===== config.mk =====
export PLATFORM = sky130hd
export DESIGN_NAME = vector_alu
export DESIGN_NICKNAME = d
export VERILOG_FILES = /design/src/rtl/vector_alu.sv
export SDC_FILE = /design/constraint.sdc
export NUM_CORES = 1
export LEC_CHECK = 0
export ABC_AREA = 1
export CAP_MARGIN = 20
export CORE_MARGIN = 2
export CORE_UTILIZATION = 25
export CTS_BUF_LIST = sky130_fd_sc_hd__clkbuf_2
export CTS_CLUSTER_SIZE = 16
export DETAILED_ROUTE_END_ITERATION = 10
export SLEW_MARGIN = 25
export SYNTH_ARGS = -nofsm -noshare
export SYNTH_HDL_FRONTEND = slang
export SYNTH_SLANG_ARGS = --single-unit

===== constraint.sdc =====
create_clock -name clk -period 0.8 [get_ports clk]
set_clock_uncertainty 0.05 [all_clocks]
set_input_delay 0.08 -clock clk [delete_from_list [all_inputs] [get_ports clk]]
set_output_delay 0.08 -clock clk [all_outputs]
set_load 0.005 [all_outputs]

===== src/rtl/vector_alu.sv =====
// Lane-parallel SIMD integer ALU: VECTOR lanes of BUS bits, registered result and per-lane flag.
// Optional saturating mode when VECTOR_ALU_SAT_EN is defined; wrapping arithmetic otherwise.
module vector_alu #(
  parameter int unsigned VECTOR       = 4,
  parameter int unsigned BUS          = 4,
  parameter int unsigned BUS_SELECTOR = 4
) (
  input  logic                          clk,
  input  logic                          rst_n,
  input  logic                          in_valid,
  input  logic [VECTOR-1:0][BUS-1:0]    a,
  input  logic [VECTOR-1:0][BUS-1:0]    b,
  input  logic [BUS_SELECTOR-1:0]       selector,
  output logic                          out_valid,
  output logic [VECTOR-1:0][BUS-1:0]    result,
  output logic [VECTOR-1:0]             carry_out
);

  localparam int unsigned SumW  = BUS + 1;
  localparam int unsigned ProdW = 2 * BUS;

  typedef enum logic [1:0] {OpAdd, OpSub, OpMul, OpRsv} op_e;

  op_e op;
  assign op = op_e'(selector[1:0]);

  // Upper selector bits are deliberately ignored.
  logic unused_sel;
  assign unused_sel = ^selector;

  logic [VECTOR-1:0][BUS-1:0] lane_res;
  logic [VECTOR-1:0]          lane_flag;

  for (genvar i = 0; i < VECTOR; i++) begin : g_lane
    logic             sub;
    logic [BUS-1:0]   b_eff;
    logic [SumW-1:0]  sum;
    logic [ProdW-1:0] prod;
    logic             add_carry;
    logic             sub_borrow;
    logic             mul_ovf;
    logic [BUS-1:0]   res;
    logic             flag;

    // ADD and SUB share one adder: SUB is a + ~b + 1, whose carry-out is the inverted borrow.
    assign sub        = (op == OpSub);
    assign b_eff      = sub ? ~b[i] : b[i];
    assign sum        = {1'b0, a[i]} + {1'b0, b_eff} + SumW'(sub);
    assign prod       = ProdW'(a[i]) * ProdW'(b[i]);
    assign add_carry  = sum[BUS];
    assign sub_borrow = ~sum[BUS];
    assign mul_ovf    = |prod[ProdW-1:BUS];

    always_comb begin
      flag = 1'b0;
      unique case (op)
        OpAdd:   flag = add_carry;
        OpSub:   flag = sub_borrow;
        OpMul:   flag = mul_ovf;
        default: flag = 1'b0;
      endcase
    end

    always_comb begin
      res = '0;
      unique case (op)
`ifdef VECTOR_ALU_SAT_EN
        OpAdd:   res = add_carry  ? '1 : sum[BUS-1:0];
        OpSub:   res = sub_borrow ? '0 : sum[BUS-1:0];
        OpMul:   res = mul_ovf    ? '1 : prod[BUS-1:0];
`else
        OpAdd:   res = sum[BUS-1:0];
        OpSub:   res = sum[BUS-1:0];
        OpMul:   res = prod[BUS-1:0];
`endif
        default: res = '0;
      endcase
    end

    assign lane_res[i]  = res;
    assign lane_flag[i] = flag;
  end

  logic                       valid_d, valid_q;
  logic [VECTOR-1:0][BUS-1:0] result_d, result_q;
  logic [VECTOR-1:0]          carry_d, carry_q;

  always_comb begin
    valid_d  = in_valid;
    result_d = result_q;
    carry_d  = carry_q;
    if (in_valid) begin
      result_d = lane_res;
      carry_d  = lane_flag;
    end
  end

  always_ff @(posedge clk or negedge rst_n) begin
    if (!rst_n) begin
      valid_q  <= 1'b0;
      result_q <= '0;
      carry_q  <= '0;
    end else begin
      valid_q  <= valid_d;
      result_q <= result_d;
      carry_q  <= carry_d;
    end
  end

  assign out_valid = valid_q;
  assign result    = result_q;
  assign carry_out = carry_q;

endmodule


* Word-level counts from Yosys, hierarchy flattened
Index checks and enable logic that the tools add are counted.
** Storage, ports and cells
- Register bits after elaboration :: 21
- Bits in latches :: 0
- Memory bits (writable) :: 0
- Bits in read-only memories :: 0
- Input bits :: 39
- Output and inout port bits :: 21
- Logic and storage cells :: 46
- Memories kept :: 0
** Cells by class
- Add/subtract/negate cells :: 8
- Multiply operators :: 4
- Divide/modulo/power cells :: 0
- $lt $le $gt $ge :: 0
- Equal/unequal tests :: 2
- Shifts and indexed selects :: 0
- Muxes and demuxes :: 12
- Bitwise operators :: 8
- Reduce and logical (&&, ||, !) cells :: 6
** Operators with widths (count)
- 4-bit by 4-bit multiplier with 8-bit output :: 4
- 4-bit case mux with 2 select lines :: 4
- 4-bit by 4-bit adder with 5-bit output :: 4
- 5-bit by 1-bit adder with 5-bit output :: 4
- 4-bit two-way mux :: 4
- 4-bit NOT :: 4
- 4-bit OR reduction :: 4
- 1-bit case mux with 3 select lines :: 4
- 1-bit NOT :: 4
- 2-bit by 1-bit equality test with 1-bit output (second input constant) :: 1
- 2-bit equality test (second input constant) :: 1
- 2-bit logical NOT :: 1
- 2-bit OR reduction :: 1

* Depth between registers and ports, before layout
- Depth after elaboration :: 6
- Depth in mapped cells :: 18
- Mapped depth without buffers :: 18

* Least setup slack after synthesis
Ideal clock, no wire load.
- Path type :: input -> register
- Start point :: in b[7] (netlist bit)
- End point :: reg carry_q[1] (netlist: carry_out[1])
- Setup time :: 0.117 ns
- Arrival :: 2.263 ns
- Data required time :: 0.633 ns
- Path slack :: -1.629 ns
- Cell stages on the path :: 15
- Path buffers :: 0
- Path through :: nand2_1 fa_1 inv_1 fa_1 fa_1 nand3_1 nand3_1 nand2_1 nand3_1 nor2_1 nand2_1 nand2_1 nand2_1 nand2_1 nand2_1
** Between the ends
- Longest elaborated chain between the ends :: 6
- Elaborated cells on any way between the ends :: 8
- Classes of those cells :: 2 x add/sub; 1 x mul; 2 x mux; 2 x bitwise; 1 x reduce/logical
** Ends and longest elaborated chain
- from (decl) :: line 12 : input logic [VECTOR-1:0][BUS-1:0] b,
- 4-bit NOT :: line 47 : assign b_eff = sub ? ~b[i] : b[i];
- 4-bit two-way mux :: line 47
- 4-bit by 4-bit adder with 5-bit output :: line 48 : assign sum = {1'b0, a[i]} + {1'b0, b_eff} + SumW'(sub);
- 5-bit by 1-bit adder with 5-bit output :: line 48
- 1-bit NOT :: line 51 : assign sub_borrow = ~sum[BUS];
- 1-bit case mux with 3 select lines (*) :: line 56 : unique case (op)
- to (signal assigned) :: line 106 : carry_q <= carry_d;
- to (decl) :: line 86 : logic [VECTOR-1:0] carry_d, carry_q;
Every way passes the cells marked *; elsewhere a longest branch is shown, timed or not.
A chain may end at the register's enable or synchronous reset.

* Final worst setup path
- Start point :: in a[14] (netlist bit)
- End point :: reg carry_q[3] (netlist: carry_out[3])
** Between the ends
- Longest elaborated chain between the ends :: 4
- Elaborated cells on any way between the ends :: 6
- Classes of those cells :: 2 x add/sub; 1 x mul; 1 x mux; 1 x bitwise; 1 x reduce/logical
** Ends and longest elaborated chain
- from (decl) :: line 11 : input logic [VECTOR-1:0][BUS-1:0] a,
- parallel branches: the longest is 3 deep, another holds 4-bit by 4-bit multiplier with 8-bit output
- 1-bit case mux with 3 select lines (*) :: line 56
Mark *: on every way between the ends.

==> impl.org <==
** Finish
- The area growth from synthesis to layout is 60.9%.
- 0 antenna diodes ended up in the layout.
- For this run, the post-layout net count is approximately 800.
- After routing the design area is between 0.005 and 0.006 mm².
- Leaving out fill and tap cells, the most frequent cell in the layout is sky130_fd_sc_hd__nand2_1.
- Most frequent cells in the layout :: 158 x sky130_fd_sc_hd__nand2_1, 82 x sky130_fd_sc_hd__buf_4, 79 x sky130_fd_sc_hd__inv_1
- At the end of the flow the core is filled with cells to 0.416.
- In the final layout, the share of cells above drive strength 1 is 0.387.

** Power and ir drop
- Power density over the cells :: between 1000 and 1500 mW/mm²
- Worst vdd ir :: ~0.43 mV
- Summed over all cells, the static leakage comes to just over 3 nW.
- Power comes to a little under 6 mW.

** Worst setup path
- Data on the critical path arrives at its endpoint at between 2 and 2.5 ns.
- STA classifies the critical path endpoint as a flip-flop.
- Largest fanout on the critical path :: 3
- Dominant cell type by count on the critical path :: sky130_fd_sc_hd__nand2_1
- Slowest library cell on the worst path :: sky130_fd_sc_hd__fa_1
- Across all register-to-register paths, the minimum setup slack is -0.14 ns.
- The worst setup path is launched from an input port.
- Largest delay contributor family on the critical path :: adder cells
- Ordered cell list for the critical path :: buf_8 -> nand2_8 -> fa_1 -> inv_2 -> fa_2 -> fa_2 -> nand3_2 -> nand2_1 -> nand2_1 -> nand2_1 -> nor2_1 -> nand2_1 -> nand2_1 -> nand2_1 -> nand2_1 -> nand2_1
- Crit path kind :: input port to flip-flop
- The critical path contains buffers and inverters numbering 2 combined.
- Data required, critical path :: 1.00 ns
- Delay of the slowest cell on the worst path :: approximately 0.54 ns

** Floorplan
- Die extent in x :: 124 µm
- The core region is approximately 0.014 mm².
- The initialized floorplan defines 43 standard-cell rows.
- 60 I/O pins were placed.
- The die covers around 0.015 mm².
- From bottom edge to top edge, the die measures approximately 120 µm.
- Effective utilization at floorplan :: 0.258

** Drt
- Per-cell via count in the routed design :: 4.27
- Routed wire length per instance :: approximately 12 µm
- After detailed routing, the number of remaining DRC violations is 0.
- The detail route stage leaves a number of antenna-violating nets equal to 0.
- Count of routing violations after the opening detailed-route iteration :: approximately 170
- Total number of vias :: around 3700
- The routed design has roughly 10 mm of wire.
- Number of iterations in the first detailed-routing pass :: 4

** STA
- Setup-failing EPs final :: 39
- Top achievable clock speed :: roughly 0.48 GHz
- Setup repair after global routing missed its margin :: true
- Post-route fraction of the period consumed by the critical path :: 2.63
- Least-Margin Pin Slew :: between 0.3 and 0.4 ns
- The tightest hold path in the finished design has a slack of 0.171 ns.
- Setup slack on the critical path of the routed design comes to -1.30 ns.
- Count of final max-slew check failures :: 0
- In this run the tightest slew margin relative to its limit is 0.795.
- Clock period minus final worst setup slack :: about 2.1 ns
- Final Hold Vio Count :: 0

** Global routing
- Entering global routing, the biggest net connects 26 pins.
- Wire length of the first global-routing pass :: 17.3 mm
- Remaining global-route overflow :: 0
- The number of global-route vias before repair was around 3700.
- Total track usage :: 0.131
- Antenna violations before repair :: 0

** Synthesis
- Count of different cell masters after synthesis :: 24
- Summing every instance area after synthesis gives 0.00362 mm².
- After technology mapping, the gate count stands at between 500 and 600.
- A synthesized cell averages roughly 7 µm².
- The share of the Yosys chip area taken by registers is 0.145.
- Yosys printed 0 warnings.
- Post-Syn Nets :: ~650
- Synthesis inferred 21 register bits.

** Clock network
- Number of clock sinks seen by CTS :: 21
- After clock tree synthesis, the clock-pin slew on the worst setup and hold paths is approximately 0.21 ns.
- TritonCTS built the clock tree.
- Counting along the longest clock path gives a buffer depth of 2.
- Clock latency on the worst-skew pair :: about 0.32 ns
- Clock Root Buffer :: sky130_fd_sc_hd__clkbuf_2
- Total number of H-tree levels :: 1
- The number of clock buffers added by TritonCTS is 3.

** Place
- After legalization and detailed placement, the total HPWL measured a little under 8 mm.
- Before CTS, the worst setup slack after placement is -2.20 ns.
- Buffers placed on the I/O ports in this run total 57.
- Gpl congestion :: 0.812
- Placement-stage cell area :: 0.00513 mm²

** Status
- The final reports fail on negative setup slack.
- The flow ran to the end, but the final reports show violations.

** Flow run
- Across the run, the number of max-cap violations was 0.

** Worst hold path
- In this run the worst hold path is classified as input port to flip-flop.
==> cell families (layout without fill, tap and decap cells) <==
kind of cell,after synthesis,count (layout),share of synthesized area
compound gates,51,51,0.0803
simple gates,246,247,0.282
buf+inv,107,260,0.119
fa+ha+maj,84,84,0.332
xor+xnor,17,17,0.0412
flops,21,21,0.145
==> cell type report <==
class                      count  area (µm²)
fill                        1414        8170
multi-input combinational    399        3300
timing repair buffer         157        1360
sequential                    21         526
inverter                      99         387
tap                          180         225
clock buffer                   3        15.0
clock inverter                 1        5.00
==> repair_timing <==
item / in CTS / in global routing
buffers inserted: 21 / 4
hold endpoints to repair: 21 / 0
pin swaps: 59 / 37
gates resized for setup: 328 / 46
setup endpoints to repair: 41 / 43
hold buffers: 1 / 0
gates cloned: 1 / 1
==> worst reg2reg max path, stage by stage (launching register included) <==
cell and delay [ns]:
sky130_fd_sc_hd__dfrtp_1 0.42, sky130_fd_sc_hd__buf_4 0.13, sky130_fd_sc_hd__buf_4 0.12, sky130_fd_sc_hd__nor2_1 0.08
sky130_fd_sc_hd__a31oi_1 0.05
==> power breakdown <==
part	switching (mW)	internal (mW)	leakage, nW
Combinational	1.94	2.14	2.84
Clock	0.344	0.113	0.0164
Sequential	0.103	1.22	0.253
==> flip-flops by register name (all words and copies together) (netlist names) <==
register and flops:
result 16, carry_out 4, out_valid 1
==> worst paths after layout <==
path,start,cells past startpoint,endpoint
worst max register to register,result[6],4,result[6]
worst min register to register,result[3],2,result[3]
worst min-delay path,selector[1],5,result[10]
min in group asynchronous,rst_n,2,result[10]
max in group asynchronous,rst_n,2,result[12]
worst max-delay path,a[14],16,carry_out[3]
==> Yosys cell counts, drive strengths merged <==
cell type,count,area [µm²]
a21oi,33,165
a31oi,4,25.0
buf,7,47.5
clkbuf,1,3.75
dfrtp,21,526
fa,20,400
ha,64,801
inv,99,379
nand2,174,669
nand3,36,200
nand4,3,18.8
nor2,30,113
o21ai,11,70.1
o21ba,3,30.0
or2,3,18.8
xnor2,13,114
xor2,4,35.0
==> metrics by stage <==
stage	setup TNS, ns	cells
floorplan	-15.26	526
global placement	-33.26	837
finish	-16.36	860
CTS	-17.25	859
global route	-18.76	860
detailed placement	-33.52	837
==> layer usage <==
layer	wire (µm)	vias to the layer above	track usage
met5	0	-	0
met4	31	0	0.00793
met3	212	4	0.0146
met2	5220	38	0.246
met1	4700	1678	0.169
li1	-	1948	-
Power figures use the tool's default switching activity.
